## config.mk

```make
export PLATFORM = sky130hd
export DESIGN_NAME = if_fetch_unit_flat
export DESIGN_NICKNAME = d
export VERILOG_FILES = /design/src/rtl/if_fetch_unit_if.sv /design/src/rtl/if_fetch_unit.sv /design/src/flat_wrapper.sv
export SDC_FILE = /design/constraint.sdc
export NUM_CORES = 1
export LEC_CHECK = 0
export CAP_MARGIN = 5
export CORE_MARGIN = 2
export CORE_UTILIZATION = 32
export CTS_CLUSTER_SIZE = 24
export DETAILED_ROUTE_END_ITERATION = 8
export GPL_TIMING_DRIVEN = 0
export HOLD_SLACK_MARGIN = 0.02
export PLACE_DENSITY = 0.48
export SLEW_MARGIN = 20
export SYNTH_ARGS = -nofsm -noshare
export SYNTH_HDL_FRONTEND = slang
export SYNTH_SLANG_ARGS = --single-unit
export TNS_END_PERCENT = 30
```

## constraint.sdc

```tcl
create_clock -name clk -period 5.2 [get_ports clk]
set_input_delay 1.56 -clock clk [delete_from_list [all_inputs] [get_ports clk]]
set_output_delay 1.56 -clock clk [all_outputs]
set_load 0.01 [all_outputs]
```

## src/rtl/if_fetch_unit_if.sv

```systemverilog
// Instruction-memory request/response bus between the fetch stage and imem.
interface if_fetch_unit_if;
  logic        imem_req_valid;
  logic        imem_req_ready;
  logic [31:0] imem_req_addr;
  logic        imem_rsp_valid;
  logic [31:0] imem_rsp_data;

  modport master (
    output imem_req_valid,
    output imem_req_addr,
    input  imem_req_ready,
    input  imem_rsp_valid,
    input  imem_rsp_data
  );

  modport slave (
    input  imem_req_valid,
    input  imem_req_addr,
    output imem_req_ready,
    output imem_rsp_valid,
    output imem_rsp_data
  );
endinterface

```

## src/rtl/if_fetch_unit.sv

```systemverilog
// Instruction fetch stage: sequential PC generation, in-order imem requests,
// a circular entry buffer for in-flight/returned instructions, and a NOP
// bubble when the head instruction has not yet returned.
module if_fetch_unit #(
  parameter logic [31:0] RESET_PC  = 32'h0000_0000,
  parameter int unsigned DEPTH     = 4,
  parameter logic [31:0] NOP_INSTR = 32'h0000_0013
) (
  input  logic                    clk,
  input  logic                    rst,
  input  logic                    stall_if,
  input  logic                    jump_flag,
  input  logic [31:0]             jump_addr,
  if_fetch_unit_if.master         imem,
  output logic [31:0]             if_pc,
  output logic [31:0]             if_instr
);

  localparam int unsigned AW = (DEPTH > 1) ? $clog2(DEPTH) : 1;
  localparam int unsigned CW = AW + 1;

  typedef logic [AW-1:0] ptr_t;
  typedef logic [CW-1:0] cnt_t;

  logic [31:0]      fetch_pc;
  logic [31:0]      buf_pc    [DEPTH];
  logic [31:0]      buf_instr [DEPTH];
  logic [DEPTH-1:0] buf_done;
  ptr_t             head;
  ptr_t             tail;
  cnt_t             cnt;       // allocated entries
  cnt_t             pend;      // allocated entries still waiting for data
  cnt_t             drop_cnt;  // responses owed to flushed requests

  logic head_done;
  logic pop;
  logic issue;
  logic accept;
  logic rsp_fill;
  logic rsp_drop;
  logic rsp_used;
  ptr_t fill_idx;
  cnt_t occ;

  assign head_done = (cnt != '0) && buf_done[head];
  assign pop       = !stall_if && head_done && !jump_flag;
  assign accept    = issue && imem.imem_req_ready;
  assign rsp_drop  = imem.imem_rsp_valid && (drop_cnt != '0);
  assign rsp_fill  = imem.imem_rsp_valid && (drop_cnt == '0) && (pend != '0);
  assign rsp_used  = rsp_drop || rsp_fill;
  // Not-done entries are always the youngest 'pend' ones, since responses
  // come back in request order; the oldest of them sits pend slots behind tail.
  assign fill_idx  = tail - ptr_t'(pend);

  // Issue when space remains, counting a same-cycle pop as freed and owed
  // drops as occupied; never in a jump cycle or while held in reset.
  always_comb begin
    occ   = cnt - cnt_t'(pop) + drop_cnt;
    issue = rst && !jump_flag && (occ < cnt_t'(DEPTH));
  end

  assign imem.imem_req_valid = issue;
  assign imem.imem_req_addr  = fetch_pc;

  // Present the head entry when its data has returned, otherwise a bubble.
  always_comb begin
    if_pc    = '0;
    if_instr = NOP_INSTR;
    if (head_done) begin
      if_pc    = buf_pc[head];
      if_instr = buf_instr[head];
    end
  end

  // Control state: PC, pointers, occupancy, outstanding-drop bookkeeping.
  always_ff @(posedge clk or negedge rst) begin
    if (!rst) begin
      fetch_pc <= RESET_PC;
      head     <= '0;
      tail     <= '0;
      cnt      <= '0;
      pend     <= '0;
      drop_cnt <= '0;
      buf_done <= '0;
    end else if (jump_flag) begin
      // Every still-pending request becomes an owed drop; a response landing
      // in this cycle pays one of them (or an existing drop) off already.
      fetch_pc <= {jump_addr[31:2], 2'b00};
      head     <= '0;
      tail     <= '0;
      cnt      <= '0;
      pend     <= '0;
      drop_cnt <= drop_cnt + pend - cnt_t'(rsp_used);
      buf_done <= '0;
    end else begin
      if (accept) begin
        buf_done[tail] <= 1'b0;
        tail           <= tail + ptr_t'(1);
        fetch_pc       <= fetch_pc + 32'd4;
      end
      if (rsp_fill) begin
        buf_done[fill_idx] <= 1'b1;
      end
      if (rsp_drop) begin
        drop_cnt <= drop_cnt - cnt_t'(1);
      end
      if (pop) begin
        head <= head + ptr_t'(1);
      end
      cnt  <= cnt + cnt_t'(accept) - cnt_t'(pop);
      pend <= pend + cnt_t'(accept) - cnt_t'(rsp_fill);
    end
  end

  // Entry payload storage; validity is tracked by buf_done and cnt.
  always_ff @(posedge clk) begin
    if (accept) begin
      buf_pc[tail] <= fetch_pc;
    end
    if (rsp_fill && !jump_flag) begin
      buf_instr[fill_idx] <= imem.imem_rsp_data;
    end
  end

endmodule

```

## src/flat_wrapper.sv

```systemverilog
// flat-port wrapper written by rule: the top's interface ports become plain ports
module if_fetch_unit_flat 
#(
  parameter logic [31:0] RESET_PC  = 32'h0000_0000,
  parameter int unsigned DEPTH     = 4,
  parameter logic [31:0] NOP_INSTR = 32'h0000_0013
)
  (clk, rst, stall_if, jump_flag, jump_addr, if_pc, if_instr, imem_imem_req_valid, imem_imem_req_addr, imem_imem_req_ready, imem_imem_rsp_valid, imem_imem_rsp_data);
  if_fetch_unit_if imem_i ();
  input  logic clk;
  input  logic rst;
  input  logic stall_if;
  input  logic jump_flag;
  input  logic [31:0] jump_addr;
  output logic [31:0] if_pc;
  output logic [31:0] if_instr;
  output wire logic [$bits(imem_i.imem_req_valid)-1:0] imem_imem_req_valid;
  output wire logic [$bits(imem_i.imem_req_addr)-1:0] imem_imem_req_addr;
  input wire logic [$bits(imem_i.imem_req_ready)-1:0] imem_imem_req_ready;
  input wire logic [$bits(imem_i.imem_rsp_valid)-1:0] imem_imem_rsp_valid;
  input wire logic [$bits(imem_i.imem_rsp_data)-1:0] imem_imem_rsp_data;
  assign imem_imem_req_valid = imem_i.imem_req_valid;
  assign imem_imem_req_addr = imem_i.imem_req_addr;
  assign imem_i.imem_req_ready = imem_imem_req_ready;
  assign imem_i.imem_rsp_valid = imem_imem_rsp_valid;
  assign imem_i.imem_rsp_data = imem_imem_rsp_data;
  if_fetch_unit #(.RESET_PC(RESET_PC), .DEPTH(DEPTH), .NOP_INSTR(NOP_INSTR)) u_core (.clk(clk), .rst(rst), .stall_if(stall_if), .jump_flag(jump_flag), .jump_addr(jump_addr), .imem(imem_i), .if_pc(if_pc), .if_instr(if_instr));
endmodule
```

-- Word level (Yosys, flattened, before mapping)
Memories as Yosys holds them, arrays and structs flattened.
Index checks and enable logic that the tools add are counted.
- flip-flop bits (word level): 49
- latch bits: 0
- RAM bits: 256
- memory bits (read-only): 0
- input bits: 70
- output and inout port bits: 97
- logic and storage cells: 79
- memories kept: 2
- memory list (name ; words ; width ; read ports ; clocked after Yosys merged registers in ; wr ports ; line ; RTL):
    u_core.buf_instr ; 4 ; 32 ; 1 ; 0 ; 1 ; if_fetch_unit.sv:27 ; logic [31:0] buf_instr [DEPTH];
    u_core.buf_pc ; 4 ; 32 ; 1 ; 0 ; 1 ; if_fetch_unit.sv:26 ; logic [31:0] buf_pc [DEPTH];
- $add $sub $neg: 13
- multipliers: 0
- div/mod/pow operators: 0
- order comparisons: 6
- equal/unequal tests: 0
- shift-type cells: 0
- muxes and demuxes: 26
- bitwise logic cells: 3
- reductions and logical operators: 22
- operator list (kind ; count):
    2-to-1 mux 32 bit ; 4
    adder 32 x 3 -> 32 bit (second input constant) ; 1
    2-to-1 mux 4 bit ; 4
    logical AND 1 bit ; 12
    2-to-1 mux 3 bit ; 4
    subtractor 3 x 1 -> 3 bit ; 4
    less-than comparator 2 x 3 -> 1 bit (second input constant) ; 3
    nonzero test 3 bit ; 3
    2-to-1 mux 2 bit ; 4
    2-to-1 mux 1 bit ; 7
    adder 3 x 1 -> 3 bit ; 2
    adder 3 bit ; 2
    nonzero test 2 bit ; 3
    adder 2 x 1 -> 2 bit (second input constant) ; 2
    AND 4 bit ; 1
    demux 1 bit (select 2 bit) ; 2
    greater-or-equal comparator 2 x 1 -> 1 bit (second input constant) ; 2
    inverter 4 bit ; 1
    OR 4 bit ; 1
    zero test 3 bit ; 1
    less-than comparator 3 bit (second input constant) ; 1
    subtractor 3 x 1 -> 3 bit (second input constant) ; 1
    binary-select mux 1 bit (select 2 bit) ; 1
    zero test 1 bit ; 2
    other kinds (2) ; 2

-- Logic depth before layout (Yosys ltp)
Gate-level depths: netlist of run 1.
- depth in word-level cells: 15
- gate-level depth with buffers: 19
- gate-level depth less buffers: 15

-- Worst setup path before layout of run 1
OpenSTA, ideal clock, no wires.
- kind: input port to flip-flop
- from: input jump_flag
- to: memory u_core.buf_instr[1][0], enable pin
- setup time: 0.504 ns
- data arrival time: 4.984 ns
- data required time: 4.696 ns
- setup slack: -0.289 ns
- cell stages on the path: 2
- buffers on the path: 1
- path through: clkbuf_1 -> nor4_1
- cells in the longest elaborated chain, start to end: 4
- ends and longest elaborated chain (element ; line ; RTL):
    from (decl) ; flat_wrapper.sv:13 ; input logic jump_flag;
    zero test 1 bit ; if_fetch_unit.sv:120 ; if (rsp_fill && !jump_flag) begin
    logical AND 1 bit ; if_fetch_unit.sv:120 ;
    2-to-1 mux 1 bit ; if_fetch_unit.sv:120 ;
    2-to-1 mux 1 bit (implied by the code) ; if_fetch_unit.sv:121 ; buf_instr[fill_idx] <= imem.imem_rsp_data;
    to (decl) ; if_fetch_unit.sv:27 ;
No other way between the ends.

-- Final worst setup path of run 1
- from: input stall_if
- to: output imem_imem_req_valid
- cells in the longest elaborated chain, start to end: 7
- ends and longest elaborated chain (element ; line ; RTL):
    from (decl) ; flat_wrapper.sv:12 ; input logic stall_if;
    zero test 1 bit ; if_fetch_unit.sv:46 ; assign pop = !stall_if && head_done && !jump_flag;
    logical AND 1 bit (2 in a row) ; if_fetch_unit.sv:46 ;
    subtractor 3 x 1 -> 3 bit ; if_fetch_unit.sv:58 ; occ = cnt - cnt_t'(pop) + drop_cnt;
    adder 3 bit ; if_fetch_unit.sv:58 ;
    less-than comparator 3 bit ; if_fetch_unit.sv:59 ; issue = rst && !jump_flag && (occ < cnt_t'(DEPTH));
    logical AND 1 bit ; if_fetch_unit.sv:59 ;
    to (decl) ; flat_wrapper.sv:17 ; output wire logic [$bits(imem_i.imem_req_valid)-1:0] imem_imem_req_valid;
No other way between the ends.

==> results of run 1 <==
[cell usage after synthesis, types with 2 or more instances]
| master | number | share of area |
|---|---|---|
| edfxtp_1 | 248 | 0.60 |
| mux4_2 | 63 | 0.11 |
| nor2b_1 | 61 | 0.031 |
| dfrtp_1 | 47 | 0.095 |
| nand2_1 | 32 | 0.0097 |
| inv_1 | 29 | 0.0088 |
| clkbuf_1 | 22 | 0.0066 |
| o311ai_0 | 21 | 0.015 |
| nor2_1 | 20 | 0.0060 |
| ha_1 | 17 | 0.017 |
| xnor2_1 | 17 | 0.012 |
| o21ai_0 | 16 | 0.0064 |
| nand3_1 | 10 | 0.0040 |
| buf_2 | 9 | 0.0036 |
| xor2_1 | 9 | 0.0063 |
| mux2_2 | 6 | 0.0054 |
| nand4_1 | 6 | 0.0030 |
| o2111ai_1 | 6 | 0.0042 |
| o211ai_1 | 6 | 0.0036 |
| or2_2 | 6 | 0.0030 |
| a31o_2 | 4 | 0.0028 |
| and3_1 | 4 | 0.0020 |
| buf_4 | 4 | 0.0024 |
| o311ai_1 | 4 | 0.0028 |
| a21oi_1 | 3 | 0.0012 |
| buf_1 | 3 | 0.00091 |
| fa_1 | 3 | 0.0048 |
| nor4_1 | 3 | 0.0015 |
| o31ai_1 | 3 | 0.0018 |
| a31oi_1 | 2 | 0.0010 |
| mux2i_1 | 2 | 0.0016 |
| nand3b_1 | 2 | 0.0012 |
| nor3_1 | 2 | 0.00081 |
| nor3b_1 | 2 | 0.0012 |
| nor4_4 | 2 | 0.0034 |
| o31a_1 | 2 | 0.0014 |
| or3_1 | 2 | 0.0010 |
| or4_1 | 2 | 0.0012 |
[how the worst min path moves through the flow]
stage / from / to / slack (ns) / cells past startpoint
final: u_core.buf_done[2]$_DFF_PN0_ / u_core.buf_done[2]$_DFF_PN0_ / 0.52 / 1
after global routing: u_core.buf_done[2]$_DFF_PN0_ / u_core.buf_done[2]$_DFF_PN0_ / 0.55 / 1
after CTS: u_core.buf_done[1]$_DFF_PN0_ / u_core.buf_done[1]$_DFF_PN0_ / 0.52 / 1
after detailed placement: u_core.buf_done[1]$_DFF_PN0_ / u_core.buf_done[1]$_DFF_PN0_ / 0.50 / 1
after global placement: u_core.buf_done[2]$_DFF_PN0_ / u_core.buf_done[2]$_DFF_PN0_ / 0.50 / 1
after floorplan: u_core.buf_done[2]$_DFF_PN0_ / u_core.buf_done[2]$_DFF_PN0_ / 0.48 / 1
[logic make-up after synthesis]
group                    after synthesis
other                                  1
adder cells (fa/ha/maj)               20
multiplexers                          71
AO/OA/AOI/OAI                         72
buffers and inverters                 67
AND/OR/NAND/NOR                      161
flip-flops                           295
XOR/XNOR                              28
[per-layer routing]
metal | track usage | vias up | wire (um)
met2 | 0.2483 | 182 | 14640
met4 | 0.04206 | 2 | 533
met1 | 0.2189 | 3708 | 14510
met3 | 0.02511 | 40 | 1445
met5 | 0 | - | 11
li1 | - | 3248 | -
[state kept, by name (all words and copies together) (netlist names)]
signal,count
u_core.imem.imem_req_addr,30
u_core.cnt,3
u_core.head,2
u_core.pend,3
u_core.tail,2
u_core.buf_done,4
u_core.buf_instr,128
u_core.buf_pc,120
u_core.drop_cnt,3
[through the flow]
step / power (W) / setup TNS [ns] / setup WS, ns
after detailed placement: 0.003617 / -72.29 / -1.933
after CTS: 0.005995 / 0 / 0.007450
final: 0.005948 / 0 / 0.1833
after global placement: 0.003601 / -408.74 / -3.897
after global routing: 0.006188 / 0 / 0.1027
after floorplan: 0.003277 / -7.942 / -0.2441
[report_power, final]
| part | switching, W | total [W] | internal [W] |
|---|---|---|---|
| combinational | 0.000443 | 0.000856 | 0.000413 |
| sequential | 0.000111 | 0.00281 | 0.00269 |
| clock | 0.000961 | 0.00229 | 0.00133 |
| total | 0.00152 | 0.00595 | 0.00443 |
[repair_timing]
action	CTS	global route
buffers inserted	5	5
pin swaps	2	3
endpoints found under the setup margin	191	1
gates resized for setup	35	0
[cell type report]
type                    count  area, sq um  area share
plain buffers              35        187.7     0.01162
clock buffers              48        934.6     0.05788
clock inverters            16        146.4    0.009066
inverters                  29        108.9    0.006742
multi-input cells         356         3600      0.2229
flip-flops and latches    295         8627      0.5343
well taps                 518        648.1     0.04014
repair buffers            188         1894      0.1173
==> key figures, run 1 <==
Run status
  • Run status: completed

Placed design
  • Placer Congestion: 0.7878
  • Number of port buffers: 160
  • Inst Count DP: 1414
  • Dpl cell area: 0.01494 sq mm
  • HPWL Detailed: 20.94 mm

Worst setup path
  • Worst setup startpoint: stall_if
  • Delay-heaviest family, CP: simple AND/OR/NAND/NOR gates
  • Crit path DAT: 3.46 ns
  • Crit path max-delay cell type: dlygate4sd2_1
  • CP Capture Type: output port
  • Max incr delay on CP: 0.28 ns
  • CP cell instances: dlygate4sd2_1 -> nor3_2 -> ha_2 -> inv_1 -> ha_1 -> and3b_2 -> nor2_4 -> xnor2_2 -> clkbuf_8 -> nor3b_4 -> buf_2
  • Reg2reg path depth: 18
  • Critical R2R Capture: u_core.cnt[2]$_DFF_PN0_
  • CP Buf/Inv Count: 4
  • Worst setup slack for register-to-register paths: 1.04 ns
  • Crit path depth: 11
  • Critical path type: input port to output port
  • Crit start category: input port
  • Worst setup endpoint: imem_imem_req_valid
  • Worst Path Max Fanout: 3
  • Crit Reg-Reg Startpoint: u_core.head[0]$_DFFE_PN0P_
  • Crit path required time: 3.64 ns

STA
  • Fmax achieved: 199.3 MHz
  • Crit share post-route: 0.9648
  • Fin. max-slew vios: 0
  • Final min period: 5.017 ns
  • Slew HR: 0.5048
  • Setup-failing EPs final: 0
  • Worst-margin pin slew: 0.7427 ns
  • Hold slack: 0.5186 ns
  • Clk_skew: 0.03280 ns
  • Final hold violation count: 0
  • RSZ-0062 raised after global routing: false

Logic synthesis
  • Fraction of synthesized cell area in xor and xnor cells: 0.02204
  • Synth Instances: 715
  • Sequential share of the synthesized area: 0.6937
  • Post-synthesis simple-gate area fraction: 0.07368
  • Post-synthesis mux area share: 0.1212
  • Largest family of logic cells by synthesized area: multiplexers
  • Post-synth cell types: 53
  • Mapped Area: 0.01243 sq mm
  • Yosys warnings: 0
  • Asr flop ratio synth: 0.1593
  • Syn Area/Cell: 17.39 sq um
  • Top FF cell, synth: edfxtp_1
  • #FFs+latches synth: 295
  • Synth Area in Compound Gates: 0.04479
  • EDFF count, synth: 248
  • Synth Area in Adders: 0.02194

Die
  • Initial core utilization: 0.3232
  • CORE AREA: 0.03847 sq mm
  • IO Pins: 167
  • Chip width: 201.1 um
  • Cell Rows: 72
  • Die Y: 201.1 um
  • Die ar.: 0.04044 sq mm

Run
  • MaxCap Viol Count: 0

Global routing
  • Largest net degree at the start of global routing: 51
  • Overflow after GRT: 0
  • Initial antenna violation count: 1
  • Total GRT Usage: 0.1547
  • Global-route wire length before repair: 47.10 mm
  • Via count of the first global-routing pass: 7546

CTS
  • Worst skew pair latency: 0.53 ns
  • Clock-pin slew on the worst setup and hold paths: 0.06 ns
  • Hold Buf Count CTS: 0
  • CTS tree: done
  • CTS max path bufs: 3
  • Inserted Clock Buffers: 35
  • H-tree lvl count: 2
  • Clock Tree Root: clkbuf_16
  • Clock sinks: 295

Drt
  • Via density: 4.835
  • Wire length per cell: 20.97 um
  • Routed WL: 31.14 mm
  • Post-DRT Antenna Nets: 0
  • Via count: 7180
  • Initial DRC count: 424
  • Number of remaining DRC errors: 0
  • 1st-pass router iterations: 4

Cells and area
  • Fill cells: 3546
  • Fin util: 0.4198
  • Share of layout cells above drive strength 1: 0.2027
  • Commonest non-fill, non-tap cell in the layout: edfxtp_1
  • Area Overhead vs Synth: 29.89%
  • Post-route cell area: 0.01615 sq mm
  • Most frequent cells in the layout: edfxtp_1, clkdlybuf4s50_1, mux4_2
  • Ant diodes: 0
  • Cell Count, Final, Fillers Out: 1485
  • Layout Nets: 1030

Power
  • Cell Pwr Density: 368.4 mW/mm^2
  • Worst IR Drop VDD: 0.2653 mV
  • Static Leak: 5.348 nW

Worst hold path
  • HP Class: flop to flop
Power figures use the tool's default switching activity.
==> run 2, diff against run 1 <==
- CELL_PAD_IN_SITES_DETAIL_PLACEMENT: default -> 1
- CELL_PAD_IN_SITES_GLOBAL_PLACEMENT: default -> 1
- PLACE_DENSITY: 0.48 -> 0.55
==> run 2 against run 1 <==
  * Flip-flop and latch count unchanged
  * First-iteration DRC count decreased by 15%
  * Maximum frequency decreased by 0.89%
  * Register-to-register slack got worse by 0.18 ns
  * Wire length increased by 3.1%
  * Non-clock buffer count decreased by 2
  * Global-route usage increased by 0.71 points
  * Power increased by 2.3%
  * Die area unchanged
  * Via count increased by 1.1%
==> key figures, run 2 (synthesis gave the netlist of run 1 again) <==
CTS
  • H-tree lvl count: 2 (unchanged)
  • CTS tree: done
  • Clock sinks: 295 (unchanged)
  • Worst skew pair latency: 0.52 ns (about the same)
  • Hold Buf Count CTS: 0 (unchanged)
  • Clock Tree Root: clkbuf_16
  • Clock-pin slew on the worst setup and hold paths: 0.06 ns (about the same)
  • Inserted Clock Buffers: 35 (unchanged)
  • CTS max path bufs: 3 (unchanged)

Power
  • Cell Pwr Density: 374.6 mW/mm^2 (+1.7%)
  • Worst IR Drop VDD: 0.2951 mV (+11%)
  • Static Leak: 5.401 nW (+0.99%)

Global routing
  • Via count of the first global-routing pass: 7957 (+5.4%)
  • Overflow after GRT: 0 (unchanged)
  • Total GRT Usage: 0.1617 (+0.007067)
  • Largest net degree at the start of global routing: 51 (unchanged)
  • Global-route wire length before repair: 49.82 mm (+5.8%)
  • Initial antenna violation count: 1 (unchanged)

Die
  • IO Pins: 167 (unchanged)
  • Die ar.: 0.04044 sq mm (unchanged)
  • Cell Rows: 72 (unchanged)
  • Chip width: 201.1 um (unchanged)
  • Die Y: 201.1 um (unchanged)
  • CORE AREA: 0.03847 sq mm (unchanged)
  • Initial core utilization: 0.3232 (unchanged)

Drt
  • Via density: 4.897 (+1.3%)
  • Initial DRC count: 360 (-15%)
  • 1st-pass router iterations: 6 (+2)
  • Post-DRT Antenna Nets: 0 (unchanged)
  • Via count: 7258 (+1.1%)
  • Number of remaining DRC errors: 0 (unchanged)
  • Wire length per cell: 21.66 um (+3.3%)
  • Routed WL: 32.11 mm (+3.1%)

STA
  • Final hold violation count: 0 (unchanged)
  • Crit share post-route: 0.9734 (+0.008691)
  • Setup-failing EPs final: 0 (unchanged)
  • Final min period: 5.062 ns (+0.04519 ns)
  • Worst-margin pin slew: 0.8241 ns (+0.08139 ns)
  • Post-route setup TNS: 0 ns (unchanged)
  • Hold slack: 0.5214 ns (+0.002801 ns)
  • Fmax achieved: 197.6 MHz (-0.89%)
  • Clk_skew: 0.01974 ns (-0.01306 ns)
  • Slew HR: 0.4506 (-0.05426)
  • Fin. max-slew vios: 0 (unchanged)
  • RSZ-0062 raised after global routing: false

Run status
  • Run status: completed

Cells and area
  • Fin util: 0.4224 (+0.002667)
  • Largest register FFs: 128 (unchanged)
  • Fill cells: 3825 (+7.9%)
  • Commonest non-fill, non-tap cell in the layout: edfxtp_1
  • Ant diodes: 0 (unchanged)
  • Biggest register: u_core.buf_instr
  • Layout Nets: 1028 (-0.19%)
  • Most frequent cells in the layout: edfxtp_1, clkdlybuf4s50_1, mux4_2
  • Area Overhead vs Synth: 30.72%
  • Share of layout cells above drive strength 1: 0.2095 (+0.006855)

Run
  • MaxCap Viol Count: 0 (unchanged)

Worst setup path
  • Crit path DAT: 3.50 ns (+0.04 ns)
  • Crit path max-delay cell type: dlygate4sd2_1
  • Crit start category: input port
  • CP Buf/Inv Count: 4 (unchanged)
  • Critical path type: input port to output port
  • Worst Path Max Fanout: 3 (unchanged)
  • CP Capture Type: output port
  • Delay-heaviest family, CP: simple AND/OR/NAND/NOR gates
  • Max incr delay on CP: 0.30 ns (+0.02 ns)
  • CP cell instances: dlygate4sd2_1 -> nor3_4 -> ha_2 -> inv_1 -> ha_1 -> and3b_2 -> nor2_4 -> xnor2_2 -> clkbuf_8 -> nor3b_4 -> buf_2
  • Crit path required time: 3.64 ns (about the same)

Placed design
  • Placer Congestion: 0.7074 (-10%)
  • HPWL Detailed: 21.94 mm (+4.8%)
  • Number of port buffers: 160 (unchanged)

Worst hold path
  • HP Class: flop to flop
-- run 2: changes by cell type in the layout (fill, tap and decap cells not counted), sizes merged --
cell | before | now
inv | 30 | 31
clkinv | 13 | 11
clkinvlp | 1 | 2
clkbuf | 67 | 64
bufinv | 1 | 3
buf | 47 | 45
-- run 2: metal layers --
layer	vias up	GRT usage	share of wire
met5	-	0	0.00040
met4	2	0.03783	0.018
met3	44	0.02851	0.049
met2	176	0.2696	0.49
met1	3786	0.2209	0.44
li1	3250	-	-
-- run 2: path summary, 6_finish.rpt --
kind | endpoint | cells after the start | from | slack, ns
max in group asynchronous | u_core.head[1]$_DFFE_PN0P_ | 1 | rst | 3.59
max reg2reg | u_core.pend[2]$_DFF_PN0_ | 18 | u_core.head[0]$_DFFE_PN0P_ | 0.86
min reg2reg | u_core.buf_done[2]$_DFF_PN0_ | 1 | u_core.buf_done[2]$_DFF_PN0_ | 0.52
min in group asynchronous | u_core.imem.imem_req_addr[15]$_DFFE_PN0P_ | 1 | rst | 1.09
max | imem_imem_req_valid | 11 | stall_if | 0.14
min | u_core.buf_done[2]$_DFF_PN0_ | 1 | u_core.buf_done[2]$_DFF_PN0_ | 0.52
-- run 2: where the power goes --
| part | internal [W] | switching [W] |
|---|---|---|
| combinational | 0.000398 | 0.000449 |
| clock | 0.00147 | 0.000970 |
| sequential | 0.00269 | 0.000110 |
| total | 0.00456 | 0.00153 |
-- run 2: per-stage QoR --
stage / setup WS (ns) / instance area [sq um] / instances / total power, W
6_report: 0.1381 / 16250 / 1482 / 0.006087
3_5_place_dp: -1.958 / 14950 / 1412 / 0.003635
3_3_place_gp: -3.849 / 14700 / 1396 / 0.003598
4_1_cts: 0.01983 / 16210 / 1477 / 0.006166
2_1_floorplan: -0.2441 / 12450 / 718 / 0.003277
5_1_grt: 0.01807 / 16250 / 1482 / 0.006350
-- run 2: timing repair --
action,in CTS,in global routing
endpoints found under the setup margin,186,1
pin swaps,2,2
setup buffers,3,7
resized for setup,33,2
hold endpoints to repair,0,0
-- run 2: final cells by class --
class                   count  area (sq um)  area share
plain buffers              35         187.7     0.01155
clock buffers              45         953.4     0.05867
clock inverters            18         220.2     0.01355
inverters                  29         108.9    0.006699
multi-input cells         356          3606      0.2219
flip-flops and latches    295          8625      0.5308
well taps                 518         648.1     0.03989
repair buffers            186          1901      0.1170
==> run 3, diff against run 2 <==
- RECOVER_POWER: default -> 50
==> run 3 against run 2 <==
  * The run now ends with max-capacitance violations, max-slew violations left
  * Cell area decreased by 0.35%
  * Core utilization decreased by 0.15 points
  * Count of clock-buffer cells in the layout unchanged
  * Clock power about the same
  * Flip-flop and latch count unchanged
  * Cell count about the same
  * Maximum frequency about the same
  * Setup slack got worse by 0.0023 ns
  * Highest routed layer unchanged
  * Global-route usage unchanged
  * Critical endpoint unchanged
  * Register-to-register slack about the same
  * Die area unchanged
  * Critical path depth unchanged
==> key figures, run 3 (synthesis gave the netlist of run 1 again) <==
Drt
  • M1 wire length: 13.93 mm (-2.1%)
  • Routed WL: 32.07 mm (-0.10%)
  • Post-DRT Antenna Nets: 0 (unchanged)
  • Via count: 7213 (-0.62%)
  • Met3 wire len: 1.939 mm (+24%)
  • Wire length per cell: 21.63 um (-0.17%)
  • Initial DRC count: 366 (+1.7%)
  • Wire length on met2: 15.63 mm (-0.68%)
  • 1st-pass router iterations: 6 (unchanged)
  • Number of remaining DRC errors: 0 (unchanged)
  • DR top layer: met5
  • Via density: 4.864 (-0.69%)

Worst setup path
  • Critical path type: input port to output port
  • Crit Reg-Reg Startpoint: u_core.head[0]$_DFFE_PN0P_
  • Crit path DAT: 3.50 ns (about the same)
  • CP Capture Type: output port
  • Crit start category: input port
  • Worst setup slack for register-to-register paths: 0.87 ns (about the same)
  • Crit path max-delay cell type: dlygate4sd2_1
  • Critical R2R Capture: u_core.pend[2]$_DFF_PN0_
  • Max incr delay on CP: 0.30 ns (about the same)
  • Worst Path Max Fanout: 3 (unchanged)
  • CP cell instances: dlygate4sd2_1 -> nor3_4 -> ha_2 -> inv_1 -> ha_1 -> and3b_2 -> nor2_4 -> xnor2_2 -> clkbuf_8 -> nor3b_4 -> buf_2
  • Reg2reg path depth: 18 (unchanged)
  • Crit path required time: 3.64 ns (about the same)

Run status
  • Run status: complete, but fails checks
  • Violated checks: max-capacitance violations, max-slew violations

Cells and area
  • Largest register FFs: 128 (unchanged)
  • Cell Count, Final, Fillers Out: 1483 (+0.067%)
  • Share of layout cells above drive strength 1: 0.2002 (-0.009336)
  • Biggest register: u_core.buf_instr
  • Fill cells: 3833 (+0.21%)
  • Most frequent cells in the layout: edfxtp_1, clkdlybuf4s50_1, mux4_2
  • Area Overhead vs Synth: 30.27%
  • Fin util: 0.4210 (-0.001464)
  • Commonest non-fill, non-tap cell in the layout: edfxtp_1
  • Layout Nets: 1028 (unchanged)

CTS
  • Hold Buf Count CTS: 0 (unchanged)
  • Clock sinks: 295 (unchanged)
  • Inserted Clock Buffers: 35 (unchanged)
  • CTS tree: done
  • Clock Tree Root: clkbuf_16
  • Worst skew pair latency: 0.52 ns (about the same)
  • Clock-pin slew on the worst setup and hold paths: 0.06 ns (about the same)
  • CTS max path bufs: 3 (unchanged)
  • H-tree lvl count: 2 (unchanged)

Worst hold path
  • Startpoint of the worst hold path: u_core.buf_done[2]$_DFF_PN0_
  • HP Class: flop to flop
  • Hold Path End: u_core.buf_done[2]$_DFF_PN0_
  • Hold Path Stages: 1 (unchanged)

Placed design
  • HPWL Detailed: 21.94 mm (unchanged)
  • Inst Count DP: 1412 (unchanged)
  • Number of port buffers: 160 (unchanged)
  • Placer Congestion: 0.7074 (unchanged)

STA
  • Worst-margin pin slew: 1.665 ns (+0.8406 ns)
  • Final min period: 5.064 ns (+0.002335 ns)
  • Crit share post-route: 0.9739 (about the same)
  • Fmax achieved: 197.5 MHz (about the same)
  • Final hold violation count: 0 (unchanged)
  • RSZ-0062 raised after global routing: false
  • Clk_skew: 0.02070 ns (+0.0009627 ns)
  • Setup-failing EPs final: 0 (unchanged)
  • Slew HR: -0.1098 (-0.5604)
  • Fin. max-slew vios: 26 (+26)

Die
  • Initial core utilization: 0.3232 (unchanged)
  • Die ar.: 0.04044 sq mm (unchanged)
  • Die Y: 201.1 um (unchanged)
  • Chip width: 201.1 um (unchanged)
  • Cell Rows: 72 (unchanged)
  • CORE AREA: 0.03847 sq mm (unchanged)
  • IO Pins: 167 (unchanged)

Power
  • Worst IR Drop VDD: 0.2961 mV (+0.34%)
  • Static Leak: 5.386 nW (-0.28%)
  • Cell Pwr Density: 375.1 mW/mm^2 (+0.14%)

Global routing
  • Total GRT Usage: 0.1617 (unchanged)
  • Initial antenna violation count: 2 (+1)
  • Global-route wire length before repair: 49.82 mm (unchanged)
  • Largest net degree at the start of global routing: 51 (unchanged)
  • Overflow after GRT: 0 (unchanged)
  • Via count of the first global-routing pass: 7957 (unchanged)

Run
  • MaxCap Viol Count: 1 (+1)
==> run 3: worst max-delay path by stage <==
| stage | slack, ns | startpoint | cells after the start | to |
|---|---|---|---|---|
| 2_1_floorplan | -0.24 | imem_imem_rsp_valid | 2 | u_core.buf_instr[3][0]$_DFFE_PP_ |
| 3_3_place_gp | -3.85 | imem_imem_rsp_valid | 3 | u_core.buf_instr[3][26]$_DFFE_PP_ |
| 3_5_place_dp | -1.96 | jump_flag | 13 | imem_imem_req_valid |
| 4_1_cts | 0.02 | u_core.head[1]$_DFFE_PN0P_ | 14 | imem_imem_req_valid |
| 5_1_grt | 0.02 | stall_if | 11 | imem_imem_req_valid |
| 6_report | 0.14 | stall_if | 11 | imem_imem_req_valid |
==> run 3: metrics by stage <==
stage	power, W	instance area (sq um)	setup WS [ns]	hold WS, ns	setup TNS, ns
floorplan	0.003277	12450	-0.2441	0.4848	-7.942
global placement	0.003598	14700	-3.849	0.4970	-416.90
detailed placement	0.003635	14950	-1.958	0.5092	-107.24
CTS	0.006166	16210	0.01983	0.5197	0
global route	0.006336	16190	0.01809	0.5331	0
finish	0.006074	16190	0.1358	0.5163	0
==> run 3: power breakdown <==
group          switching (W)  leakage, nW  internal, W  total (W)
Clock               0.000973        0.570      0.00147    0.00244
Sequential          0.000111         2.82      0.00269    0.00280
Combinational       0.000440         1.99     0.000390   0.000831
==> run 3: timing repair <==
item                       in CTS  in global routing
setup buffers                   3                  7
setup endpoints to repair     186                  1
resized for setup              33                  2
pin swaps                       2                  2
==> run 3: worst max-delay path: cells and delay by family <==
family,cells,cell delay (ns)
simple gates,4,0.70
buf+inv,4,0.67
fa+ha+maj,2,0.47
xor+xnor,1,0.09
==> run 3: final cells by class <==
cell class,instances,area [sq um],share of cell area
diodes,1,2.502,0.0001545
flip-flops and latches,295,8625,0.5326
plain buffers,35,187.7,0.01159
clock buffers,45,953.4,0.05888
repair buffers,186,1866,0.1152
clock inverters,18,220.2,0.01360
inverters,29,108.9,0.006722
well taps,518,648.1,0.04002
multi-input cells,356,3582,0.2212
==> run 3: per-layer routing <==
metal  vias up  track usage
met3        45      0.02851
li1       3250            -
met1      3730       0.2209
met5         -            0
met4         2      0.03783
met2       186       0.2696
